==> config.mk <==
export PLATFORM = sky130hd
export DESIGN_NAME = cnn2d_frame_sequencer_flat
export DESIGN_NICKNAME = d
export VERILOG_FILES = /design/src/rtl/cnn2d_frame_sequencer_if.sv /design/src/rtl/cnn2d_frame_sequencer.sv /design/src/flat_wrapper.sv
export SDC_FILE = /design/constraint.sdc
export NUM_CORES = 1
export LEC_CHECK = 0
export ABC_AREA = 0
export CAP_MARGIN = 20
export CORE_UTILIZATION = 29
export CTS_CLUSTER_SIZE = 12
export DETAILED_ROUTE_END_ITERATION = 8
export PLACE_DENSITY = 0.49
export SLEW_MARGIN = 20
export SYNTH_ARGS = -nofsm -noshare
export SYNTH_HDL_FRONTEND = slang
export SYNTH_SLANG_ARGS = --single-unit
==> constraint.sdc <==
create_clock -name clk_p -period 30.2 [get_ports clk_p]
set_input_delay 6.04 -clock clk_p [delete_from_list [all_inputs] [get_ports clk_p]]
set_output_delay 6.04 -clock clk_p [all_outputs]
set_load 0.02 [all_outputs]
==> src/rtl/cnn2d_frame_sequencer_if.sv <==
// Bus bundle for the CNN frame sequencer: pixel input stream, engine-side pixel/score
// signals and the downstream result handshake.
interface cnn2d_frame_sequencer_if #(
    parameter int bitWidth   = 16,
    parameter int outputSize = 10
);
    localparam int CLS_W = (outputSize > 1) ? $clog2(outputSize) : 1;

    logic signed [bitWidth-1:0]       in_pixel;
    logic                             in_valid;
    logic                             in_last;
    logic                             in_ready;

    logic signed [bitWidth-1:0]       eng_pixel;
    logic                             eng_valid;
    logic                             eng_sof;
    logic [outputSize*bitWidth-1:0]   eng_scores;

    logic [outputSize*bitWidth-1:0]   out_scores;
    logic [CLS_W-1:0]                 out_class;
    logic signed [bitWidth-1:0]       out_max;
    logic                             out_frame_err;
    logic                             out_valid;
    logic                             out_ready;

    modport slave (
        input  in_pixel, in_valid, in_last, eng_scores, out_ready,
        output in_ready, eng_pixel, eng_valid, eng_sof,
        output out_scores, out_class, out_max, out_frame_err, out_valid
    );

    modport master (
        output in_pixel, in_valid, in_last, eng_scores, out_ready,
        input  in_ready, eng_pixel, eng_valid, eng_sof,
        input  out_scores, out_class, out_max, out_frame_err, out_valid
    );
endinterface

==> src/rtl/cnn2d_frame_sequencer.sv <==
// Frame sequencer for the 2D CNN engine: streams pixels in, waits out the engine latency,
// captures the class scores with their argmax and holds the result for the consumer.
//
//   state  | meaning
//   -------+-----------------------------------------------------------------
//   ACCEPT | taking pixels, counting chan/col/row, forwarding them to engine
//   DRAIN  | input closed, counting pipeLatency cycles before score capture
//   HOLD   | result presented on out_*, waiting for out_valid & out_ready
module cnn2d_frame_sequencer #(
    parameter int bitWidth      = 16,
    parameter int NFRAC         = 10,
    parameter int inputWidth    = 8,
    parameter int inputHeight   = 8,
    parameter int numChan       = 1,
    parameter int outputSize    = 10,
    parameter int pipeLatency   = 4,
    parameter int frameCntWidth = 16
) (
    input  logic                      clk_p,
    input  logic                      reset,
    cnn2d_frame_sequencer_if.slave    bus,
    output logic [frameCntWidth-1:0]  frame_count
);

    localparam int CH_W  = (numChan > 1)     ? $clog2(numChan)     : 1;
    localparam int COL_W = (inputWidth > 1)  ? $clog2(inputWidth)  : 1;
    localparam int ROW_W = (inputHeight > 1) ? $clog2(inputHeight) : 1;
    localparam int CLS_W = (outputSize > 1)  ? $clog2(outputSize)  : 1;
    localparam int DRN_W = $clog2(pipeLatency + 1);

    localparam logic [CH_W-1:0]  CH_LAST  = CH_W'(numChan - 1);
    localparam logic [COL_W-1:0] COL_LAST = COL_W'(inputWidth - 1);
    localparam logic [ROW_W-1:0] ROW_LAST = ROW_W'(inputHeight - 1);
    localparam logic [DRN_W-1:0] DRN_LOAD = DRN_W'(pipeLatency);

    // Nothing is built here; the block only elaborates for nonsensical parameter sets.
    if (pipeLatency < 1 || NFRAC < 0 || NFRAC >= bitWidth) begin : g_illegal_params
    end

    typedef enum logic [1:0] {
        ACCEPT = 2'd0,
        DRAIN  = 2'd1,
        HOLD   = 2'd2
    } state_t;

    state_t state;
    state_t state_nxt;

    logic [CH_W-1:0]   chan_cnt;
    logic [COL_W-1:0]  col_cnt;
    logic [ROW_W-1:0]  row_cnt;
    logic [DRN_W-1:0]  drain_cnt;
    logic              frame_err;

    logic signed [bitWidth-1:0]      eng_pixel_q;
    logic                            eng_valid_q;
    logic                            eng_sof_q;
    logic [outputSize*bitWidth-1:0]  out_scores_q;
    logic [CLS_W-1:0]                out_class_q;
    logic signed [bitWidth-1:0]      out_max_q;
    logic                            out_frame_err_q;

    logic nat_end;
    logic first_pix;
    logic accept;
    logic frame_end;
    logic capture;
    logic release_res;
    logic in_ready_c;
    logic out_valid_c;

    logic signed [bitWidth-1:0] best_val;
    logic [CLS_W-1:0]           best_idx;

    assign nat_end   = (chan_cnt == CH_LAST) && (col_cnt == COL_LAST) && (row_cnt == ROW_LAST);
    assign first_pix = (chan_cnt == '0) && (col_cnt == '0) && (row_cnt == '0);

    always_ff @(posedge clk_p) begin
        if (!reset) begin
            state <= ACCEPT;
        end else begin
            state <= state_nxt;
        end
    end

    always_comb begin
        state_nxt   = state;
        in_ready_c  = 1'b0;
        out_valid_c = 1'b0;
        accept      = 1'b0;
        frame_end   = 1'b0;
        capture     = 1'b0;
        release_res = 1'b0;
        case (state)
            ACCEPT: begin
                // in_ready is gated by reset so the source sees back-pressure while held in reset
                in_ready_c = reset;
                accept     = reset & bus.in_valid;
                frame_end  = accept & (nat_end | bus.in_last);
                if (frame_end) begin
                    state_nxt = DRAIN;
                end
            end
            DRAIN: begin
                if (drain_cnt == '0) begin
                    capture   = 1'b1;
                    state_nxt = HOLD;
                end
            end
            HOLD: begin
                out_valid_c = 1'b1;
                if (bus.out_ready) begin
                    release_res = 1'b1;
                    state_nxt   = ACCEPT;
                end
            end
            default: begin
                state_nxt = ACCEPT;
            end
        endcase
    end

    // Strict '>' scanning upward keeps the lowest index on ties.
    always_comb begin
        best_val = bus.eng_scores[bitWidth-1:0];
        best_idx = '0;
        for (int i = 1; i < outputSize; i++) begin
            if ($signed(bus.eng_scores[i*bitWidth +: bitWidth]) > best_val) begin
                best_val = bus.eng_scores[i*bitWidth +: bitWidth];
                best_idx = CLS_W'(i);
            end
        end
    end

    always_ff @(posedge clk_p) begin
        if (!reset) begin
            chan_cnt        <= '0;
            col_cnt         <= '0;
            row_cnt         <= '0;
            drain_cnt       <= '0;
            frame_err       <= 1'b0;
            eng_pixel_q     <= '0;
            eng_valid_q     <= 1'b0;
            eng_sof_q       <= 1'b0;
            out_scores_q    <= '0;
            out_class_q     <= '0;
            out_max_q       <= '0;
            out_frame_err_q <= 1'b0;
            frame_count     <= '0;
        end else begin
            eng_valid_q <= accept;
            eng_sof_q   <= accept & first_pix;

            if (accept) begin
                eng_pixel_q <= bus.in_pixel;
                if (frame_end) begin
                    chan_cnt  <= '0;
                    col_cnt   <= '0;
                    row_cnt   <= '0;
                    frame_err <= nat_end ^ bus.in_last;
                    drain_cnt <= DRN_LOAD;
                end else if (chan_cnt != CH_LAST) begin
                    chan_cnt <= chan_cnt + 1'b1;
                end else begin
                    chan_cnt <= '0;
                    if (col_cnt != COL_LAST) begin
                        col_cnt <= col_cnt + 1'b1;
                    end else begin
                        col_cnt <= '0;
                        row_cnt <= row_cnt + 1'b1;
                    end
                end
            end

            if ((state == DRAIN) && (drain_cnt != '0)) begin
                drain_cnt <= drain_cnt - 1'b1;
            end

            if (capture) begin
                out_scores_q    <= bus.eng_scores;
                out_class_q     <= best_idx;
                out_max_q       <= best_val;
                out_frame_err_q <= frame_err;
            end

            if (release_res) begin
                frame_count <= frame_count + 1'b1;
                frame_err   <= 1'b0;
            end
        end
    end

    assign bus.in_ready      = in_ready_c;
    assign bus.out_valid     = out_valid_c;
    assign bus.eng_pixel     = eng_pixel_q;
    assign bus.eng_valid     = eng_valid_q;
    assign bus.eng_sof       = eng_sof_q;
    assign bus.out_scores    = out_scores_q;
    assign bus.out_class     = out_class_q;
    assign bus.out_max       = out_max_q;
    assign bus.out_frame_err = out_frame_err_q;

endmodule

==> src/flat_wrapper.sv <==
// flat-port wrapper written by rule: the top's interface ports become plain ports
module cnn2d_frame_sequencer_flat 
#(
    parameter int bitWidth      = 16,
    parameter int NFRAC         = 10,
    parameter int inputWidth    = 8,
    parameter int inputHeight   = 8,
    parameter int numChan       = 1,
    parameter int outputSize    = 10,
    parameter int pipeLatency   = 4,
    parameter int frameCntWidth = 16
)
  (clk_p, reset, frame_count, bus_in_pixel, bus_in_valid, bus_in_last, bus_eng_scores, bus_out_ready, bus_in_ready, bus_eng_pixel, bus_eng_valid, bus_eng_sof, bus_out_scores, bus_out_class, bus_out_max, bus_out_frame_err, bus_out_valid);
  cnn2d_frame_sequencer_if #(.bitWidth(bitWidth), .outputSize(outputSize)) bus_i ();
  input  logic clk_p;
  input  logic reset;
  output logic [frameCntWidth-1:0] frame_count;
  input wire logic [$bits(bus_i.in_pixel)-1:0] bus_in_pixel;
  input wire logic [$bits(bus_i.in_valid)-1:0] bus_in_valid;
  input wire logic [$bits(bus_i.in_last)-1:0] bus_in_last;
  input wire logic [$bits(bus_i.eng_scores)-1:0] bus_eng_scores;
  input wire logic [$bits(bus_i.out_ready)-1:0] bus_out_ready;
  output wire logic [$bits(bus_i.in_ready)-1:0] bus_in_ready;
  output wire logic [$bits(bus_i.eng_pixel)-1:0] bus_eng_pixel;
  output wire logic [$bits(bus_i.eng_valid)-1:0] bus_eng_valid;
  output wire logic [$bits(bus_i.eng_sof)-1:0] bus_eng_sof;
  output wire logic [$bits(bus_i.out_scores)-1:0] bus_out_scores;
  output wire logic [$bits(bus_i.out_class)-1:0] bus_out_class;
  output wire logic [$bits(bus_i.out_max)-1:0] bus_out_max;
  output wire logic [$bits(bus_i.out_frame_err)-1:0] bus_out_frame_err;
  output wire logic [$bits(bus_i.out_valid)-1:0] bus_out_valid;
  assign bus_i.in_pixel = bus_in_pixel;
  assign bus_i.in_valid = bus_in_valid;
  assign bus_i.in_last = bus_in_last;
  assign bus_i.eng_scores = bus_eng_scores;
  assign bus_i.out_ready = bus_out_ready;
  assign bus_in_ready = bus_i.in_ready;
  assign bus_eng_pixel = bus_i.eng_pixel;
  assign bus_eng_valid = bus_i.eng_valid;
  assign bus_eng_sof = bus_i.eng_sof;
  assign bus_out_scores = bus_i.out_scores;
  assign bus_out_class = bus_i.out_class;
  assign bus_out_max = bus_i.out_max;
  assign bus_out_frame_err = bus_i.out_frame_err;
  assign bus_out_valid = bus_i.out_valid;
  cnn2d_frame_sequencer #(.bitWidth(bitWidth), .NFRAC(NFRAC), .inputWidth(inputWidth), .inputHeight(inputHeight), .numChan(numChan), .outputSize(outputSize), .pipeLatency(pipeLatency), .frameCntWidth(frameCntWidth)) u_core (.clk_p(clk_p), .reset(reset), .bus(bus_i), .frame_count(frame_count));
endmodule
==> flow_summary.yaml, run 1 <==
cts:
  cts_inserted_buffers: 28
  cts.sinks: 227
  htree_levels: 1
  clk_pin_slew_worst_paths_ns: 0.06
  cts_root_buffer: "clkbuf_16"
  clockBufferDepth: 3
  postCtsHoldBufs: 0
  clock_latency_ns: 0.57
  cts_tree: "yes"
worst_setup_path:
  max_stage_delay_ns: 0.50
  cp_max_fo: 29
  cp_slowest_cell: "clkdlybuf4s50_1"
  ff2ff_setup_slack_ns: 27.50
  regToRegEndpoint: "u_core.bus.out_scores[128]$_SDFFE_PN0P_"
  critical_path_class: "input port to flop"
  crit_path_end_kind: "flop"
  reg2reg_from: "u_core.state[0]$_SDFFE_PN0P_"
  cp-start-kind: "input port"
  crit_arrival_ns: 28.20
  crit_top_cell: "a21oi_1"
  required_ns: 30.70
  reg2regPathDepth: 6
timing:
  tightest_slew_ns: 0.995
  fin_crit_sh: 0.917
  fmax_mhz: 36.1
  period_minus_slack_ns: 27.70
  final-max-slew-violation-count: 0
  setup_ws_ns: 2.50
  hold_ws_ns: 0.459
  clock_skew_ns: 0.0117
  setup_viol: 0
  slew_headroom: 0.336
  hold_viol_final: 0
cells_and_area:
  num-fill-cells: 5046
  most-common-layout-cells: "nand2_1, clkdlybuf4s50_1, dfxtp_1"
  finish.utilization: 0.411
  antenna_cells: 0
  final_common_cell: "nand2_1"
  seqCellArea_mm2: 0.00454
  nets: 2473
  drive_above_1_share: 0.0622
  area_growth_pct: 38.8
  multiInputGateArea_mm2: 0.00888
route:
  via_per_inst: 4.87
  wire_per_inst_um: 18.7
  dr.pass1.iters: 5
  drcViolationCount: 0
  ant_nets: 0
  vias: 13600
  wirelength_um: 52200
  drt_iter0_drc: 641
worst_hold_path:
  hold_depth: 2
  min_from: "u_core.bus.eng_pixel[1]$_SDFFE_PN0P_"
  min_path_type: "flop to flop"
  min_to: "u_core.bus.eng_pixel[1]$_SDFFE_PN0P_"
status:
  status: "finished clean"
die:
  die_w_um: 223
  io_pins: 398
  core_area_mm2: 0.0480
  fp-row-count: 80
  die-area_mm2: 0.0499
  start_util: 0.296
  die_h_um: 223
power_and_ir_drop:
  peakVddDrop_mv: 0.0747
  p_per_area_mw_per_mm2: 87.3
  total_power_mw: 1.72
  leakagePower_nw: 7.78
synthesis:
  ys_seq_area_frac: 0.320
  syn-cell-area_mm2: 0.0142
  synth-main-ff-cell: "dfxtp_1"
  synth_cells: 1799
  synth-edff-count: 0
  synth_warnings: 0
  synth_fp_nets: 2120
  async_flop_share: 0
  synth.distinct_cells: 82
  synth.avg_cell_area_um2: 7.90
  synth_seq_cells: 227
place:
  gp_congestion: 0.852
  port_buffers: 397
  dp_hpwl_um: 40800
  dp_slack_ns: 1.13
global_routing:
  overflow: 0
  antenna_found_initial: 0
  track_usage: 0.204
  grt_max_degree: 105
  grt_pass1_wl_um: 79300
  grt_pass1_vias: 13400
job:
  drv_cap: 0
through the flow:
step / TNS (ns) / cell area (um^2) / cells
5_1_grt: -0.0857 / 19700 / 2786
2_1_floorplan: 0 / 14200 / 1799
6_report: 0 / 19700 / 2786
4_1_cts: 0 / 19700 / 2785
3_5_place_dp: 0 / 18700 / 2736
3_3_place_gp: 0 / 18700 / 2736
repair_timing:
| action | CTS | global route |
|---|---|---|
| setup endpoints to repair | 0 | 20 |
| resized for setup | 0 | 7 |
| buffers inserted | 0 | 0 |
registers in the layout, indices dropped and copies added, names as in the netlist:
register / cells
u_core.bus.out_class: 4
u_core.bus.out_max: 16
u_core.row_cnt: 3
u_core.bus.eng_valid: 1
u_core.frame_count: 16
u_core.state: 2
u_core.bus.eng_sof: 1
u_core.bus.out_frame_err: 1
u_core.frame_err: 1
u_core.col_cnt: 3
u_core.bus.out_scores: 160
u_core.drain_cnt: 3
u_core.bus.eng_pixel: 16
cell families after synthesis:
kind of cell	count (synthesis)	synth area share
AOI/OAI and AO/OA	425	0.205
adders and majority gates	143	0.126
DFF	227	0.320
muxes	83	0.0651
buffers and inverters	221	0.0600
xor gates and xnor gates	27	0.0166
and+or+nand+nor	673	0.208
routing by layer:
metal | share of wire | track usage | up-vias
met5 | 0 | 0 | -
met4 | 0.024 | 0.0515 | 0
met3 | 0.057 | 0.0415 | 62
met2 | 0.47 | 0.346 | 358
met1 | 0.45 | 0.262 | 6332
li1 | - | - | 6826
area by class of cell:
type                            instances  area share
Inverter                              134      0.0255
Clock inverter                          8     0.00767
Sequential cell                       227       0.230
Timing Repair Buffer                  409       0.206
Tap cell                              615      0.0390
Clock buffer                           41      0.0415
Multi-Input combinational cell       1352       0.450
power breakdown:
group	switching (mW)	total, mW	internal, mW
clock	0.137	0.357	0.220
combinational	0.589	1.03	0.446
sequential	0.0107	0.330	0.319
total	0.737	1.72	0.985
critical path: cells and delay by family:
family,cells,cell delay (ns)
AOI/OAI and AO/OA,55,10.75
xor gates and xnor gates,1,0.16
adders and majority gates,9,2.51
buffers and inverters,11,1.72
muxes,7,2.11
and+or+nand+nor,38,4.81
synthesized netlist by cell type (6+ instances only):
cell type,instances,area share
nor2b_1,28,0.012
xor2_1,6,0.0037
xnor2_1,21,0.013
clkbuf_1,80,0.021
mux2i_1,21,0.015
a21o_1,15,0.0079
and2_1,23,0.010
nand3_1,24,0.0085
nor2_1,67,0.018
mux2_2,46,0.036
o21a_1,6,0.0032
a21oi_1,75,0.026
nor3_1,9,0.0032
nand2b_1,21,0.0092
a21boi_0,164,0.087
nand4_1,26,0.011
nand2_1,435,0.11
a31oi_1,8,0.0035
o21ai_1,16,0.0056
a211oi_1,7,0.0037
a22oi_1,17,0.0090
dfxtp_1,227,0.32
mux2_1,13,0.010
inv_1,134,0.035
and3_1,10,0.0044
and4_1,6,0.0037
o21ai_0,68,0.024
ha_1,140,0.12
worst max-delay path by stage:
| stage | from | to | slack, ns | cells after the start |
|---|---|---|---|---|
| 5_1_grt | bus_eng_scores[6] | u_core.bus.out_max[0]$_SDFFE_PN0P_ | -0.02 | 121 |
| 3_3_place_gp | bus_eng_scores[5] | u_core.bus.out_max[0]$_SDFFE_PN0P_ | 1.51 | 120 |
| 6_report | bus_eng_scores[5] | u_core.bus.out_max[1]$_SDFFE_PN0P_ | 2.50 | 121 |
| 4_1_cts | bus_eng_scores[5] | u_core.bus.out_max[3]$_SDFFE_PN0P_ | 1.71 | 121 |
| 2_1_floorplan | bus_eng_scores[6] | u_core.bus.out_max[10]$_SDFFE_PN0P_ | 4.01 | 125 |
| 3_5_place_dp | bus_eng_scores[5] | u_core.bus.out_max[3]$_SDFFE_PN0P_ | 1.13 | 121 |
Power figures use the tool's default switching activity.
==> run 2, diff against run 1 <==
--- a/config.mk
+++ b/config.mk
@@ -7,11 +7,10 @@
 export LEC_CHECK = 0
 export ABC_AREA = 0
 export CAP_MARGIN = 20
-export CORE_UTILIZATION = 29
+export CORE_UTILIZATION = 45
 export CTS_CLUSTER_SIZE = 12
 export DETAILED_ROUTE_END_ITERATION = 8
-export PLACE_DENSITY = 0.49
-export SLEW_MARGIN = 20
+export PLACE_DENSITY = 0.72
 export SYNTH_ARGS = -nofsm -noshare
 export SYNTH_HDL_FRONTEND = slang
 export SYNTH_SLANG_ARGS = --single-unit
==> flow_summary.yaml, run 2 (same netlist as run 1, synthesis figures left out) <==
power_and_ir_drop:
  peakVddDrop_mv: 0.0632
  clkPwrFrac: 0.201
  total_power_mw: 1.70
  p_int_mw: 0.969
  power_frac_comb: 0.605
  leakagePower_nw: 7.77
  netSwitchingFraction: 0.429
  p_per_area_mw_per_mm2: 87.5
  p_seq_frac: 0.195
  p_sw_mw: 0.727
cells_and_area:
  antenna_cells: 0
  most-common-layout-cells: "nand2_1, clkdlybuf4s50_1, dfxtp_1"
  drive_above_1_share: 0.0631
  final_common_cell: "nand2_1"
  nets: 2472
  final_cells: 2568
  finish.utilization: 0.629
  area_growth_pct: 36.4
  largest_register_ffs: 160
place:
  gp_congestion: 0.942
  port_buffers: 397
  dp.cells: 2516
  dp_hpwl_um: 36900
route:
  drcViolationCount: 31
  drt_iter0_drc: 896
  wirelength_um: 47100
  dr.pass1.iters: 9
  via_per_inst: 5.37
  wire_per_inst_um: 18.3
  ant_nets: 0
  vias: 13800
worst_setup_path:
  cp.buffers_inverters: 13
  required_ns: 30.61
  crit_arrival_ns: 28.57
  cp_max_fo: 25
  crit_path_end_kind: "flop"
  max_stage_delay_ns: 0.70
  crit_top_cell: "a21oi_1"
  crit_family: "compound AO/OA/AOI/OAI gates"
  cp_slowest_cell: "a21oi_2"
  cp-start-kind: "input port"
  critical_path_class: "input port to flop"
cts:
  htree_levels: 1
  cts_root_buffer: "clkbuf_16"
  cts_inserted_buffers: 27
  clk_pin_slew_worst_paths_ns: 0.06
  clockBufferDepth: 3
  cts.sinks: 227
  cts_tree: "yes"
  clock_latency_ns: 0.57
timing:
  hold_ws_ns: 0.458
  setup_viol: 0
  tightest_slew_ns: 1.03
  final-max-slew-violation-count: 0
  slew_headroom: 0.314
  fin_tns_setup_ns: 0
  period_minus_slack_ns: 28.16
  hold_viol_final: 0
  fmax_mhz: 35.5
  clock_skew_ns: 0.0242
  fin_crit_sh: 0.933
  rsz0062_at_grt: "false"
global_routing:
  grt_pass1_vias: 13400
  grt_max_degree: 105
  antenna_found_initial: 0
  grt_pass1_wl_um: 74200
  overflow: 0
  track_usage: 0.286
die:
  io_pins: 398
  die_w_um: 180
  start_util: 0.461
  die-area_mm2: 0.0323
  die_h_um: 180
  fp-row-count: 64
  core_area_mm2: 0.0308
status:
  status: "finished with violations"
  violations: "DRC"
job:
  drv_cap: 0
worst_hold_path:
  min_path_type: "flop to flop"
run 2: worst register-to-register path: cells and delay by family (launching register included):
family / cells / cell delay [ns]
buffers and inverters: 2 / 1.29
and+or+nand+nor: 3 / 0.89
DFF: 1 / 0.34
AOI/OAI and AO/OA: 1 / 0.20
run 2: final cells by class:
| cell class | count | area, um^2 |
|---|---|---|
| clock inverters | 13 | 163 |
| well taps | 396 | 495 |
| clock buffers | 37 | 773 |
| fillers | 2680 | 11400 |
| inverters | 134 | 503 |
| multi-input cells | 1352 | 8840 |
| flip-flops and latches | 227 | 4540 |
| repair buffers | 409 | 4070 |
run 2: worst paths after layout:
check / from / to / slack (ns) / cells past startpoint
min: u_core.bus.eng_pixel[4]$_SDFFE_PN0P_ / u_core.bus.eng_pixel[4]$_SDFFE_PN0P_ / 0.46 / 2
max: bus_eng_scores[13] / u_core.bus.out_max[12]$_SDFFE_PN0P_ / 2.04 / 121
max reg2reg: u_core.state[0]$_SDFFE_PN0P_ / u_core.bus.out_scores[27]$_SDFFE_PN0P_ / 27.40 / 6
min reg2reg: u_core.bus.eng_pixel[4]$_SDFFE_PN0P_ / u_core.bus.eng_pixel[4]$_SDFFE_PN0P_ / 0.46 / 2
run 2: stage by stage:
stage,setup WS [ns],instance area [um^2]
2_1_floorplan,4.01,14200
3_3_place_gp,1.57,18400
3_5_place_dp,1.02,18400
4_1_cts,1.56,19400
5_1_grt,0.0601,19400
6_report,2.04,19400
run 2: power by group through the flow:
| stage | Combinational, mW | Sequential (mW) | Clock, mW |
|---|---|---|---|
| global placement | 0.992 | 0.336 | 0 |
| floorplan | 0.716 | 0.357 | 0 |
| detailed placement | 1.01 | 0.336 | 0 |
| finish | 1.03 | 0.330 | 0.340 |
| CTS | 1.02 | 0.330 | 0.347 |
| global route | 1.13 | 0.332 | 0.360 |
run 2: repair_timing:
action                     in CTS  in global routing
gates resized for setup         0                  2
buffers inserted                0                  0
hold buffers                    0                  0
setup endpoints to repair       0                 18
run 2: routing by layer:
layer  share of wire  vias up  GRT usage
met3           0.068       82     0.0559
met1            0.43     6429      0.360
met2            0.47      428      0.492
met4           0.030        0     0.0907
li1                -     6851          -
met5               0        -          0
